==> src/rtl/rra_pkg.sv <==
// Shared definitions for the request-queue bank that feeds the RRA round-robin arbiter.
package rra_pkg;

    localparam int NUM_REQ_DEFAULT = 4;

    typedef logic [$clog2(NUM_REQ_DEFAULT)-1:0] idx_t;

    // Exactly one bit set; callers zero-extend narrower vectors.
    function automatic logic onehot_chk(input logic [31:0] v);
        return (v != '0) && ((v & (v - 32'd1)) == '0);
    endfunction

endpackage

==> src/rtl/req_fifo.sv <==
// Single DATA_W x DEPTH FIFO with power-of-two wrapping pointers and an explicit occupancy count.
module req_fifo
    import rra_pkg::*;
#(
    parameter int DATA_W = 8,
    parameter int DEPTH  = 4
) (
    input  logic                       clk,
    input  logic                       rst_n,
    input  logic                       push,
    input  logic [DATA_W-1:0]          push_data,
    input  logic                       pop,
    output logic [DATA_W-1:0]          head_data,
    output logic [$clog2(DEPTH):0]     count,
    output logic                       empty,
    output logic                       full
);

    localparam int AW = $clog2(DEPTH);

    logic [DATA_W-1:0] mem [DEPTH];
    logic [AW-1:0]     wr_ptr;
    logic [AW-1:0]     rd_ptr;
    logic [AW:0]       count_q;

    always_ff @(posedge clk or negedge rst_n) begin
        if (!rst_n) begin
            wr_ptr  <= '0;
            rd_ptr  <= '0;
            count_q <= '0;
        end else begin
            if (push) wr_ptr <= wr_ptr + 1'b1;
            if (pop)  rd_ptr <= rd_ptr + 1'b1;
            case ({push, pop})
                2'b10:   count_q <= count_q + 1'b1;
                2'b01:   count_q <= count_q - 1'b1;
                default: count_q <= count_q;
            endcase
        end
    end

    // Storage carries no reset; occupancy alone decides what is valid.
    always_ff @(posedge clk) begin
        if (push) mem[wr_ptr] <= push_data;
    end

    assign head_data = mem[rd_ptr];
    assign count     = count_q;
    assign empty     = (count_q == '0);
    assign full      = (count_q == (AW + 1)'(DEPTH));

endmodule

==> src/rtl/req_queue_bank.sv <==
// Per-requester FIFOs upstream of the round-robin arbiter; one registered pop output per grant.
// Optional macro GNT_ERR_EN adds a sticky gnt_err flag for malformed or empty-queue grants.
module req_queue_bank
    import rra_pkg::*;
#(
    parameter int NUM_REQ = NUM_REQ_DEFAULT,
    parameter int DATA_W  = 8,
    parameter int DEPTH   = 4
) (
    input  logic                         clk,
    input  logic                         rst_n,
    input  logic [NUM_REQ-1:0]           push_valid,
    input  logic [NUM_REQ*DATA_W-1:0]    push_data,
    output logic [NUM_REQ-1:0]           push_ready,
    output logic [NUM_REQ-1:0]           REQ,
    input  logic [NUM_REQ-1:0]           GNT,
    output logic                         out_valid,
    output logic [DATA_W-1:0]            out_data,
    output logic [$clog2(NUM_REQ)-1:0]   out_id
`ifdef GNT_ERR_EN
    ,
    output logic                         gnt_err
`endif
);

    localparam int IDX_W = $clog2(NUM_REQ);

    logic [NUM_REQ-1:0]     full;
    logic [NUM_REQ-1:0]     empty;
    logic [NUM_REQ-1:0]     push_en;
    logic [NUM_REQ-1:0]     pop_en;
    logic [DATA_W-1:0]      head [NUM_REQ];
    logic                   gnt_onehot;
    logic [IDX_W-1:0]       sel_id_p0;
    logic [DATA_W-1:0]      sel_data_p0;

    for (genvar i = 0; i < NUM_REQ; i++) begin : g_fifo
        logic [$clog2(DEPTH):0] count_unused;
        req_fifo #(.DATA_W(DATA_W), .DEPTH(DEPTH)) u_fifo (
            .clk       (clk),
            .rst_n     (rst_n),
            .push      (push_en[i]),
            .push_data (push_data[i*DATA_W +: DATA_W]),
            .pop       (pop_en[i]),
            .head_data (head[i]),
            .count     (count_unused),
            .empty     (empty[i]),
            .full      (full[i])
        );
    end

    // A full queue refuses a push even when it is popped in the same cycle.
    assign push_ready = ~full;
    assign REQ        = ~empty;
    assign push_en    = push_valid & ~full;

    assign gnt_onehot = onehot_chk(32'(GNT));
    assign pop_en     = gnt_onehot ? (GNT & REQ) : '0;

    always_comb begin
        sel_id_p0   = '0;
        sel_data_p0 = '0;
        for (int i = 0; i < NUM_REQ; i++) begin
            if (pop_en[i]) begin
                sel_id_p0   = IDX_W'(i);
                sel_data_p0 = head[i];
            end
        end
    end

    // p0 -> output register
    always_ff @(posedge clk or negedge rst_n) begin
        if (!rst_n) begin
            out_valid <= 1'b0;
            out_data  <= '0;
            out_id    <= '0;
        end else begin
            out_valid <= |pop_en;
            if (|pop_en) begin
                out_data <= sel_data_p0;
                out_id   <= sel_id_p0;
            end
        end
    end

`ifdef GNT_ERR_EN
    // An idle GNT=0 is legal; multi-hot or a grant to an empty queue is not.
    always_ff @(posedge clk or negedge rst_n) begin
        if (!rst_n) begin
            gnt_err <= 1'b0;
        end else if ((GNT != '0) && (!gnt_onehot || ((GNT & ~REQ) != '0))) begin
            gnt_err <= 1'b1;
        end
    end
`endif

endmodule

==> config.mk <==
export PLATFORM = sky130hd
export DESIGN_NAME = req_queue_bank
export DESIGN_NICKNAME = d
export VERILOG_FILES = /design/src/rtl/rra_pkg.sv /design/src/rtl/req_fifo.sv /design/src/rtl/req_queue_bank.sv
export SDC_FILE = /design/constraint.sdc
export NUM_CORES = 1
export LEC_CHECK = 0
export CORE_MARGIN = 4
export CORE_UTILIZATION = 57
export CTS_CLUSTER_DIAMETER = 30
export DETAILED_ROUTE_END_ITERATION = 10
export PLACE_DENSITY = 0.89
export SLEW_MARGIN = 10
export SYNTH_ARGS = -nofsm -noshare
export SYNTH_HDL_FRONTEND = slang
export SYNTH_SLANG_ARGS = --single-unit
==> constraint.sdc <==
create_clock -name clk -period 2.93 [get_ports clk]
set_clock_uncertainty 0.15 [all_clocks]
set_input_delay 0.4395 -clock clk [delete_from_list [all_inputs] [get_ports clk]]
set_output_delay 0.4395 -clock clk [all_outputs]
set_load 0.02 [all_outputs]
After elaboration in Yosys (flattened, before gate mapping). Memories as Yosys holds them, arrays and structs flattened. Index checks and enable logic that the tools add are counted.

Register bits: 39. RAM bits: 128. Input port bits: 42. Logic and storage cells: 85. Memories kept: 4.

Memories: g_fifo[0].u_fifo.mem (depth 4, width 8, rd ports 1, clocked after Yosys merged registers in 0, wr ports 1, RTL line req_fifo.sv:21) `logic [DATA_W-1:0] mem [DEPTH];`; g_fifo[1].u_fifo.mem (depth 4, width 8, rd ports 1, clocked after Yosys merged registers in 0, wr ports 1, RTL line req_fifo.sv:21); g_fifo[2].u_fifo.mem (depth 4, width 8, rd ports 1, clocked after Yosys merged registers in 0, wr ports 1, RTL line req_fifo.sv:21); g_fifo[3].u_fifo.mem (depth 4, width 8, rd ports 1, clocked after Yosys merged registers in 0, wr ports 1, RTL line req_fifo.sv:21).

Add/sub/neg operators: 17. Eq/ne operators: 12. Multiplexer cells: 20. Bitwise operators: 5. Reductions and logical operators: 12.

Operator list (number): $and A4 B32 Y32 (1); $logic_not A32 Y1 (1); $mux W8 (4); $pmux W3 S2 (4); $add A2 B1 Y2 const B (8); $add A3 B1 Y3 const B (4); $eq A3 B3 Y1 const B (4); $logic_not A3 Y1 (4); $sub A3 B1 Y3 const B (4); $mux W1 (9); $and A4 B4 Y4 (2); $eq A2 B1 Y1 const B (4); $eq A2 B2 Y1 const B (4); $not A4 Y4 (2); $reduce_bool A2 Y1 (4); $sub A4 B1 Y5 const B (1); $mux W2 (2); $mux W4 (1); $reduce_bool A4 Y1 (1); $reduce_or A4 Y1 (1); $logic_and A1 B1 Y1 (1).

Depth between registers and ports, before layout.
Depth after elaboration: 9. Gate-level depth with buffers: 10. Depth with buffers taken out: 10.

Cells and area by module. Synthesis repeated with hierarchy kept, for this count alone.

Cell total of the unflattened synthesis: 445. Area total of the unflattened synthesis: 7206.9 µm².

Modules (own cells, without submodules): req_fifo (g_fifo[1].u_fifo ...) (times used 2, cells an instance 78, area an instance 1552.7 µm², sequential area each 1136.1 µm²); req_fifo (g_fifo[0].u_fifo ...) (times used 2, cells an instance 79, area an instance 1551.5 µm², sequential area each 1136.1 µm²); req_queue_bank (times used 1, cells an instance 131, area an instance 998.5 µm², sequential area each 275.3 µm²).

Worst setup path before layout. No wires, ideal clock.

Path type: in2reg. From: input GNT[3]. To: register g_fifo[3].u_fifo.count_q[2]. Setup time: 0.079 ns. Arrival time: 2.116 ns. Slack: 0.584 ns. Stages on the path: 8. Buffers on the path: 0. Cell sequence: o31ai_4 -> nor4_1 -> ha_1 -> inv_1 -> fa_1 -> xor2_1 -> nor2_1 -> xor2_1.

Word-level cells in the longest chain between the ends: 7.

Ends and longest elaborated chain: from (decl) (RTL line req_queue_bank.sv:16) `input logic [NUM_REQ-1:0] GNT,`; $sub A4 B1 Y5 (RTL line rra_pkg.sv:10) `return (v != '0) && ((v & (v - 32'd1)) == '0);`; $and A4 B32 Y32 (RTL line rra_pkg.sv:10); $logic_not A32 Y1 (RTL line rra_pkg.sv:10); $logic_and A1 B1 Y1 (RTL line rra_pkg.sv:10); $mux W4 * (RTL line req_queue_bank.sv:58) `assign pop_en = gnt_onehot ? (GNT & REQ) : '0;`; $eq A2 B1 Y1 / $eq A2 B2 Y1 (equally long branches) (RTL line req_fifo.sv:34) `case ({push, pop})`; $pmux W3 S2 / $reduce_bool A2 Y1 (equally long branches); to (signal assigned) (RTL line req_fifo.sv:35) `2'b10: count_q <= count_q + 1'b1;`; to (signal assigned) (RTL line req_fifo.sv:36) `2'b01: count_q <= count_q - 1'b1;`; to (signal assigned) (RTL line req_fifo.sv:37) `default: count_q <= count_q;`; to (decl) (RTL line req_fifo.sv:24) `logic [AW:0] count_q;`.

Mark *: on every way between the ends. The rest lies on a longest branch, timed or not. A chain may end at the register's enable or synchronous reset.

Final worst setup path.
From: input GNT[3]. To: register g_fifo[0].u_fifo.count_q[2].

Word-level cells in the longest chain between the ends: 7.

Ends and longest elaborated chain: $sub A4 B1 Y5 (RTL line rra_pkg.sv:10); $and A4 B32 Y32 (RTL line rra_pkg.sv:10); $logic_not A32 Y1 (RTL line rra_pkg.sv:10); $logic_and A1 B1 Y1 * (RTL line rra_pkg.sv:10); $mux W4 * (RTL line req_queue_bank.sv:58); named net g_fifo[0].u_fifo.pop (RTL line req_fifo.sv:12) `input logic pop,`; $eq A2 B1 Y1 / $eq A2 B2 Y1 (equally long branches) (RTL line req_fifo.sv:34); $pmux W3 S2 / $reduce_bool A2 Y1 (equally long branches); to (signal assigned) (RTL line req_fifo.sv:35); to (signal assigned) (RTL line req_fifo.sv:36); to (signal assigned) (RTL line req_fifo.sv:37); to (decl) (RTL line req_fifo.sv:24).

The timed path passes the listed nets; every way through them passes the cells marked *.

==> flow_summary.toml <==
[worst_setup_path]
crit_family = "buffers and inverters"
crit_path_start_kind = "input pin"
slowest_stage = "clkdlybuf4s50_1"
crit_path_end_kind = "flip-flop"
path_buf_inv = 2
cpMostUsedCell = "xor2_1"
arrival_ns = 2.84
path_cells = "clkdlybuf4s50_1, xor2_1, o211a_1, and3_1, ha_1, inv_1, fa_1, xor2_1, nor2_1, xor2_1"
critical_path_class = "input pin to flip-flop"
slowest_delay_ns = 0.63
crit_fanout = 5
cp.required_ns = 3.11

[yosys]
ys_warn_count = 0
synth_area_sq_um = 6992
synthTopCellsByArea = "edfxtp_1 (55%), dfrtp_1 (14%), mux4_2 (8.1%)"
ys_types = 36
ys_ff_latch = 167
ys.flop_type = "edfxtp_1"
synth_most_common_cell = "edfxtp_1"
post-synth-top-area-fraction_pct = 54.97
syn_area_per_cell_sq_um = 17.22
synthArstFlopShare_pct = 23.35
ys_seq_area_share_pct = 68.93
synth_cells = 406
synth_nets = 472
netlist_top_cells_count = "edfxtp_1 (128), dfrtp_1 (39), inv_1 (25), mux4_2 (25)"
synth_top_cell_by_area = "edfxtp_1"
synth-edff-count = 128

[floorplanning]
io_pins = 61
die_x_um = 118.8
die-area_sq_um = 14100
rows = 40
die_height_um = 118.8
start_util_pct = 58.21
coreArea_sq_um = 12010

[sta]
final.period_utilization_pct = 90.78
fmax_mhz = 376.0
worst_pin_slew_ns = 0.9036
drv_slew = 0
finalWorstSetupSlack_ns = 0.2701
hold_viol_final = 15
holdWs_ns = -0.01461
rsz0062_at_grt = "no"
min_period_ns = 2.660
fin_tns_setup_ns = 0
setup_violations = 0
slew_headroom_pct = 39.76

[route]
vias_per_cell = 5.929
wl_per_cell_um = 21.70
drtAntennaViolNets = 0
via_count = 3783
drcViolationCount = 0
drtPass1Iterations = 5
drtIter0Drc = 286
wl_mm = 13.85

[clocking]
clk_pin_slew_ns = 0.06
root_buffer = "clkbuf_16"
cts_tree = "done"
cts_buffer_depth = 2
cts_resized = 0
ctsHoldBuffers = 0
post-cts-setup-buffers = 0
htree_levels = 4
insertion_delay_ns = 0.42
clkSinkCount = 167
cts-buffers-inserted = 17

[global_route]
overflow = 0
grt_max_degree = 40
track_usage_pct = 21.16
grt_pass1_vias = 4131
grt_pass1_wl_mm = 22.11
antenna_found_initial = 0

[status]
violations = "negative hold slack"
status = "finished, violations left"

[layout]
drive_above_1_share_pct = 13.44
syn2layout_area_growth_pct = 19.74
nets = 544
layout.cells.non_filler = 638
diodes = 0

[power_and_ir_drop]
powerDensity_nw_per_um2 = 1012
total_power_mw = 8.475
p_leak_nw = 3.120
peakVddDrop_mv = 0.6509

[placement]
hpwl_mm = 9.488
dp_slack_ns = -0.05587
routabilityCongestion = 0.8367
dpl.cell_count = 606
place.port_buffers = 60

[hold_path]
worstHoldPathType = "input pin to asynchronous set/reset pin"

[job]
cap_violations = 0
cell usage in the layout (no fill, tap or decap), drive strengths merged, types with 2 or more instances in the layout:
cell type      Yosys  routed
edfxtp           128     128
clkdlybuf4s50      0      59
dfrtp             39      39
mux4              32      32
inv               26      26
clkbuf             7      21
and3              20      20
a21oi             20      20
ha                20      20
nand2             16      16
o21ai             14      14
xor2              13      13
xnor2             12      12
nor2              10      10
buf                7       8
a22oi              7       7
and2               6       6
clkinvlp           0       5
or3                4       4
nand3              4       4
fa                 4       4
bufinv             0       4
o31ai              3       3
o31a               3       3
mux2i              2       2
clkinv             0       2
where the power goes:
part           internal [mW]  switching, mW  total (mW)
combinational           1.17           1.28        2.44
clock                   1.43          0.879        2.31
sequential              3.21          0.511        3.72
total                   5.81           2.67        8.48
layout make-up:
class | instances | area, sq um
flip-flops and latches | 167 | 4820
fillers | 743 | 3640
clock inverters | 11 | 175.2
clock buffers | 21 | 440.4
inverters | 26 | 97.59
well taps | 147 | 183.9
repair buffers | 67 | 648.1
multi-input cells | 199 | 2007
registers in the layout (all words and copies together) (netlist names):
signal / flops
g_fifo.u_fifo.mem: 128
out_valid: 1
out_data: 8
g_fifo.u_fifo.wr_ptr: 8
out_id: 2
g_fifo.u_fifo.rd_ptr: 8
g_fifo.u_fifo.count: 12
per-layer routing:
layer | part of all wire, % | GRT usage (%) | vias up | routed length (um)
li1 | - | - | 1698 | -
met4 | 3.1 | 9.776 | 0 | 433
met2 | 52 | 35.81 | 152 | 7173
met5 | 0 | 0 | - | 0
met3 | 6.9 | 6.077 | 34 | 957
met1 | 38 | 25.13 | 1899 | 5284
logic make-up (layout without fill, tap and decap cells):
logic type | count (synthesis) | after routing | share of synthesized area (%)
AOI/OAI and AO/OA | 52 | 52 | 5.100
xor gates and xnor gates | 25 | 25 | 3.132
adders and majority gates | 24 | 24 | 4.724
buffers and inverters | 40 | 125 | 2.362
DFF | 167 | 167 | 68.93
muxes | 35 | 35 | 11.13
and+or+nand+nor | 63 | 63 | 4.617
metrics by stage:
stage | cell area, sq um | utilization, %
after detailed placement | 7756 | 64.57
final | 8372 | 69.70
after floorplan | 6992 | -
after global routing | 8372 | 69.70
after global placement | 7756 | 64.57
after CTS | 8372 | 69.70
worst paths after layout:
kind	startpoint	endpoint	slack (ns)	cells after the start
worst max-delay path	GNT[3]	g_fifo[0].u_fifo.count[2]$_DFFE_PN0P_	0.27	10
worst min-delay path	rst_n	g_fifo[1].u_fifo.rd_ptr[1]$_DFFE_PN0N_	-0.01	1
worst max register to register	g_fifo[0].u_fifo.count[0]$_DFFE_PN0P_	g_fifo[0].u_fifo.count[2]$_DFFE_PN0P_	0.43	10
worst min register to register	g_fifo[1].u_fifo.count[2]$_DFFE_PN0P_	g_fifo[1].u_fifo.count[2]$_DFFE_PN0P_	0.37	1
min in group clk	g_fifo[1].u_fifo.count[2]$_DFFE_PN0P_	g_fifo[1].u_fifo.count[2]$_DFFE_PN0P_	0.37	1
max in group asynchronous	rst_n	g_fifo[2].u_fifo.rd_ptr[1]$_DFFE_PN0N_	2.06	1
Note: power is estimated with default switching activity, not from simulation.
